File: src/rtl/led_status_tx.sv
// led_status_tx: on a single-cycle report request, snapshots the six 7-seg digit
// codes and the display mode, then sends a 9-byte ASCII status line over a UART
// (8N1, LSB first): mode char, in5..in0 chars, CR, LF.
// Optional build macro LED_STATUS_TX_PARITY_EN inserts an even-parity bit
// between data bit 7 and the stop bit (8E1 framing).
//
// state    | meaning
// ---------+------------------------------------------------
// S_IDLE   | line idle high, waiting for report
// S_START  | start bit (0) of the current byte
// S_DATA   | data bits 0..7 of the current byte, LSB first
// S_PARITY | even parity of the current byte (macro builds only)
// S_STOP   | stop bit (1); last byte's stop ends the message
module led_status_tx #(
    parameter int CLKS_PER_BIT = 434
) (
    input  logic       clk,
    input  logic       rst,
    input  logic [4:0] in0,
    input  logic [4:0] in1,
    input  logic [4:0] in2,
    input  logic [4:0] in3,
    input  logic [4:0] in4,
    input  logic [4:0] in5,
    input  logic [1:0] mode,
    input  logic       report,
    output logic       tx,
    output logic       busy,
    output logic       done
);

    localparam logic [2:0] S_IDLE   = 3'd0;
    localparam logic [2:0] S_START  = 3'd1;
    localparam logic [2:0] S_DATA   = 3'd2;
    localparam logic [2:0] S_STOP   = 3'd3;
`ifdef LED_STATUS_TX_PARITY_EN
    localparam logic [2:0] S_PARITY = 3'd4;
`endif

    localparam logic [15:0] BAUD_LAST = 16'(CLKS_PER_BIT - 1);
    localparam logic [3:0]  LAST_BYTE = 4'd8;

    logic [2:0]       state_q, state_d;
    logic [15:0]      baud_q, baud_d;
    logic [2:0]       bit_q, bit_d;
    logic [3:0]       byte_q, byte_d;
    logic [1:0]       snap_mode_q, snap_mode_d;
    logic [5:0][4:0]  snap_dig_q, snap_dig_d;   // index i holds the in<i> code
    logic             tx_q, tx_d;
    logic             busy_q, busy_d;
    logic             done_q, done_d;
    logic [7:0]       cur_char;
    logic             baud_tick;

    function automatic logic [7:0] digit_char(input logic [4:0] code);
        return (code < 5'd10) ? (8'h30 + {3'b000, code}) : 8'h2D;
    endfunction

    // ASCII character for the byte currently being framed, from the snapshot
    always_comb begin
        cur_char = 8'h0A;
        case (byte_q)
            4'd0: begin
                case (snap_mode_q)
                    2'd0:    cur_char = 8'h47;
                    2'd1:    cur_char = 8'h50;
                    2'd2:    cur_char = 8'h44;
                    default: cur_char = 8'h3F;
                endcase
            end
            4'd1:    cur_char = digit_char(snap_dig_q[5]);
            4'd2:    cur_char = digit_char(snap_dig_q[4]);
            4'd3:    cur_char = digit_char(snap_dig_q[3]);
            4'd4:    cur_char = digit_char(snap_dig_q[2]);
            4'd5:    cur_char = digit_char(snap_dig_q[1]);
            4'd6:    cur_char = digit_char(snap_dig_q[0]);
            4'd7:    cur_char = 8'h0D;
            default: cur_char = 8'h0A;
        endcase
    end

    assign baud_tick = (baud_q == BAUD_LAST);

    // Frame sequencer: tx is registered so each new bit appears on the edge that ends the previous one
    always_comb begin
        state_d     = state_q;
        baud_d      = baud_q;
        bit_d       = bit_q;
        byte_d      = byte_q;
        snap_mode_d = snap_mode_q;
        snap_dig_d  = snap_dig_q;
        tx_d        = tx_q;
        busy_d      = busy_q;
        done_d      = 1'b0;

        if (state_q != S_IDLE) begin
            baud_d = baud_tick ? 16'd0 : baud_q + 16'd1;
        end

        case (state_q)
            S_IDLE: begin
                baud_d = 16'd0;
                tx_d   = 1'b1;
                if (report) begin
                    snap_mode_d = mode;
                    snap_dig_d  = {in5, in4, in3, in2, in1, in0};
                    byte_d      = 4'd0;
                    bit_d       = 3'd0;
                    state_d     = S_START;
                    tx_d        = 1'b0;
                    busy_d      = 1'b1;
                end
            end
            S_START: begin
                if (baud_tick) begin
                    state_d = S_DATA;
                    bit_d   = 3'd0;
                    tx_d    = cur_char[0];
                end
            end
            S_DATA: begin
                if (baud_tick) begin
                    if (bit_q == 3'd7) begin
`ifdef LED_STATUS_TX_PARITY_EN
                        state_d = S_PARITY;
                        tx_d    = ^cur_char;
`else
                        state_d = S_STOP;
                        tx_d    = 1'b1;
`endif
                    end else begin
                        bit_d = bit_q + 3'd1;
                        tx_d  = cur_char[bit_q + 3'd1];
                    end
                end
            end
`ifdef LED_STATUS_TX_PARITY_EN
            S_PARITY: begin
                if (baud_tick) begin
                    state_d = S_STOP;
                    tx_d    = 1'b1;
                end
            end
`endif
            S_STOP: begin
                if (baud_tick) begin
                    if (byte_q == LAST_BYTE) begin
                        state_d = S_IDLE;
                        byte_d  = 4'd0;
                        tx_d    = 1'b1;
                        busy_d  = 1'b0;
                        done_d  = 1'b1;
                    end else begin
                        byte_d  = byte_q + 4'd1;
                        state_d = S_START;
                        tx_d    = 1'b0;
                    end
                end
            end
            default: begin
                state_d = S_IDLE;
                tx_d    = 1'b1;
                busy_d  = 1'b0;
            end
        endcase
    end

    // State registers; reset wins over any simultaneous report
    always_ff @(posedge clk) begin
        if (rst) begin
            state_q     <= S_IDLE;
            baud_q      <= 16'd0;
            bit_q       <= 3'd0;
            byte_q      <= 4'd0;
            snap_mode_q <= 2'd0;
            snap_dig_q  <= '0;
            tx_q        <= 1'b1;
            busy_q      <= 1'b0;
            done_q      <= 1'b0;
        end else begin
            state_q     <= state_d;
            baud_q      <= baud_d;
            bit_q       <= bit_d;
            byte_q      <= byte_d;
            snap_mode_q <= snap_mode_d;
            snap_dig_q  <= snap_dig_d;
            tx_q        <= tx_d;
            busy_q      <= busy_d;
            done_q      <= done_d;
        end
    end

    assign tx   = tx_q;
    assign busy = busy_q;
    assign done = done_q;

endmodule
File: config.mk
export PLATFORM = sky130hd
export DESIGN_NAME = led_status_tx
export DESIGN_NICKNAME = d
export VERILOG_FILES = /design/src/rtl/led_status_tx.sv
export SDC_FILE = /design/constraint.sdc
export NUM_CORES = 1
export LEC_CHECK = 0
export BUFFER_PORTS_ARGS = -buffer_cell sky130_fd_sc_hd__buf_2
export CAP_MARGIN = 20
export CORE_UTILIZATION = 55
export DETAILED_ROUTE_END_ITERATION = 6
export GPL_TIMING_DRIVEN = 0
export PLACE_DENSITY = 0.85
export RECOVER_POWER = 100
export SLEW_MARGIN = 20
export SYNTH_ARGS = -nofsm -noshare
export SYNTH_HDL_FRONTEND = slang
export SYNTH_SLANG_ARGS = --single-unit
File: constraint.sdc
create_clock -name clk -period 2.4 [get_ports clk]
set_input_delay 0.24 -clock clk [delete_from_list [all_inputs] [get_ports clk]]
set_output_delay 0.24 -clock clk [all_outputs]
set_load 0.02 [all_outputs]
==> out/qor.txt <==
Status -> finished, final reports clean
Hold Startpoint -> mode[0]
Die height -> 78.2 µm
Avg Cell Area, Syn -> 7.88 µm²
Hold_buf cts -> 0
CP max-delay cell -> or4bb_1
First-pass DRT Iterations -> 5
I/O pins -> 38
DR vias -> 3112
CTS buffer count -> 9
Synth async-reset ratio -> 0
Worst setup margin -> 87.7 ps
Total gr overflow -> 0
Fin util -> 0.669
#FFs+latches synth -> 60
R2R depth -> 8
Clk buf depth -> 2
Slew Limit Fails -> 0
Flop pwr share -> 0.383
Core Box Area -> 0.00554 mm²
# nets final -> 502
Hold path depth -> 3
FF-to-FF setup slack -> 90 ps
Clock slew at reported path FFs -> 70 ps
Die Area -> 0.00611 mm²
Fin Clk Skew -> 6.14 ps
F_max -> 0.432 GHz
Worst-path fanout max -> 8
Crit Path Class -> flip-flop to flip-flop
First-pass GRT wire length -> 13000 µm
CTS tree -> yes
# placed instances -> 513
FF-to-FF Start -> byte_q[0]$_SDFFE_PP0P_
Vias in the first global route -> 2758
CTS root buf -> clkbuf_8
Mapped Nets -> 455
Iter 0 DRT Violations -> 394
Placer Congestion -> 0.922
Pwr dens -> 906 mW/mm²
Vias per std cell -> 5.88
Clock power share -> 0.297
Fin crit period -> 2310 ps
Psw -> 1.21 mW
Post-route insts no fill -> 529
CP Capture Type -> flip-flop
Total GRT Usage -> 0.272
Worst skew pair latency -> 340 ps
Die Width -> 78.2 µm
Num Clock Sinks -> 60
Synthesized area -> 0.00319 mm²
Synthesis warning total -> 0
Unrepaired setup endpoints after global routing -> no
Port-buffer cells -> 36
Logic gate share of total power -> 0.320
Slew @ Worst Pin -> 496 ps
Startpoint Class -> flip-flop
ANT nets after route -> 0
Worst Path Required -> 2610 ps
Slowest stage delay, CP -> 430 ps
CP cell instances -> inv_1, ha_4, a21oi_4, or4bb_1, a211oi_2, nand3b_1, a221oi_2, o32ai_1
Final Hold Fails -> 0
Area growth, synth to finish -> 16.1%
DRT Wirelength -> 8130 µm
Top FF cell, synth -> dfxtp_1
Relative slew slack -> 0.669
Rows -> 27
Max Cap Viol -> 0
Initial antenna violation count -> 0
Pleak -> 1.38 nW
Arrival time worst endpoint -> 2520 ps
Final setup violating endpoints -> 0
Hpwl dp -> 5720 µm
Hold Path Class -> input pin to flip-flop
Synth Instances -> 405
Synth unique cells -> 50
Starting Density -> 0.576
Pwr Total -> 3.36 mW
DR WL/cell -> 15.4 µm
Maximum VDD drop -> 0.000648 V
Layout cells sized above 1 -> 0.164
Worst hold endpoint -> snap_mode_q[0]$_SDFFE_PP0P_
Sequential share of the synthesized area -> 0.376
Terminus of the critical flop-to-flop path -> tx$_SDFFE_PP1P_
H-tree depth -> 3
Pint -> 2.15 mW
Sw Ratio -> 0.361
Post-synth EDFFs -> 0
Post-placement setup slack -> -248 ps
Post-route clock period utilization -> 0.963
Pin count of the biggest net entering global routing -> 12
DRC -> 0
Antenna diodes -> 0
[kinds of logic (layout without fill, tap and decap cells)]
family,count (synthesis),after routing,share of synthesized area
AO/OA/AOI/OAI,92,92,0.182
XOR/XNOR,12,12,0.0329
adder cells (fa/ha/maj),15,15,0.0588
buffers and inverters,33,85,0.0490
flip-flops,60,60,0.376
multiplexers,5,5,0.0157
AND/OR/NAND/NOR,188,188,0.286
[stage by stage]
step	instance area (µm²)	setup TNS, ps	hold slack, ps
6_report	3700	0	124
5_1_grt	3700	0	134
4_1_cts	3700	0	124
3_5_place_dp	3460	-248	449
3_3_place_gp	3460	-227	445
2_1_floorplan	3190	0	373
[worst max-delay path: cells and delay by family, from the launching register on]
family	cells	cell delay (ps)
buffers and inverters	1	110
and+or+nand+nor	2	570
DFF	1	390
adders and majority gates	1	210
AOI/OAI and AO/OA	4	900
[power groups by stage]
stage / registers, mW / logic [mW] / clock network [mW]
5_1_grt: 1.31 / 1.18 / 1.05
3_3_place_gp: 1.29 / 1.05 / 0
4_1_cts: 1.28 / 1.10 / 1.01
2_1_floorplan: 1.27 / 0.829 / 0
3_5_place_dp: 1.30 / 1.07 / 0
6_report: 1.29 / 1.07 / 0.998
[how the worst max path moves through the flow]
stage                     cells past startpoint                    from  slack, ps                     end
after floorplan                               8  byte_q[0]$_SDFFE_PP0P_        140         tx$_SDFFE_PP1P_
after global placement                        8  byte_q[0]$_SDFFE_PP0P_       -230         tx$_SDFFE_PP1P_
after detailed placement                      8  byte_q[0]$_SDFFE_PP0P_       -250         tx$_SDFFE_PP1P_
after CTS                                     7  baud_q[0]$_SDFFE_PP0N_          2  byte_q[3]$_SDFFE_PP0P_
after global routing                          5  baud_q[3]$_SDFFE_PP0N_         20       busy$_SDFFE_PP0P_
final                                         8  byte_q[0]$_SDFFE_PP0P_         90         tx$_SDFFE_PP1P_
[cell usage in the layout, fill, tap and decap left out, types with 6 or more instances in the layout]
cell type,instances
inv_1,11
or3_1,6
xnor2_1,6
clkbuf_1,19
a21oi_1,47
nor2_1,38
dfxtp_1,55
nor3_1,10
clkbuf_8,11
buf_2,34
xor2_1,6
nand2_1,86
ha_1,14
o21ai_0,11
a211oi_1,7
nand3_1,6
[synthesized netlist by cell type (5+ instances only)]
cell / instances / area share
dfxtp_1: 60 / 0.38
xor2_1: 6 / 0.016
ha_1: 15 / 0.059
nand3b_1: 5 / 0.012
a21oi_1: 48 / 0.075
nor2_1: 39 / 0.046
xnor2_1: 6 / 0.016
a211oi_1: 8 / 0.019
nand4_1: 5 / 0.0098
or3_1: 6 / 0.012
o21ai_0: 12 / 0.019
inv_1: 11 / 0.013
nor3_1: 10 / 0.016
nand3_1: 6 / 0.0094
clkbuf_1: 17 / 0.020
mux2i_1: 5 / 0.016
nand2_1: 86 / 0.10
[metal layers]
| metal | global-route usage | routed length [µm] | up-vias |
|---|---|---|---|
| met1 | 0.361 | 3710 | 1440 |
| li1 | - | - | 1504 |
| met4 | 0.120 | 180 | 0 |
| met2 | 0.421 | 3690 | 144 |
| met5 | 0 | 0 | - |
| met3 | 0.0616 | 539 | 24 |
[layout make-up]
cell class                      count  area [µm²]
Buffer                             21         105
Clock buffer                        9         124
Clock inverter                      7        91.3
Fill cell                         501        1840
Inverter                           11        41.3
Multi-Input combinational cell    312        1860
Sequential cell                    60        1210
Tap cell                           72        90.1
Timing Repair Buffer               37         184
[sequential cells by signal, summed over array words and instances, names as in the netlist]
signal and cells:
baud_q 16, busy 1, bit_q 3, snap_mode_q 2, byte_q 4, done 1
state_q 2, tx 1, snap_dig_q 30
[timing repair]
item / CTS / global route
resized for setup: 6 / 12
endpoints found under the setup margin: 1 / 9
buffers inserted: 0 / 1
pin swaps: 0 / 6
Power figures use the tool's default switching activity.
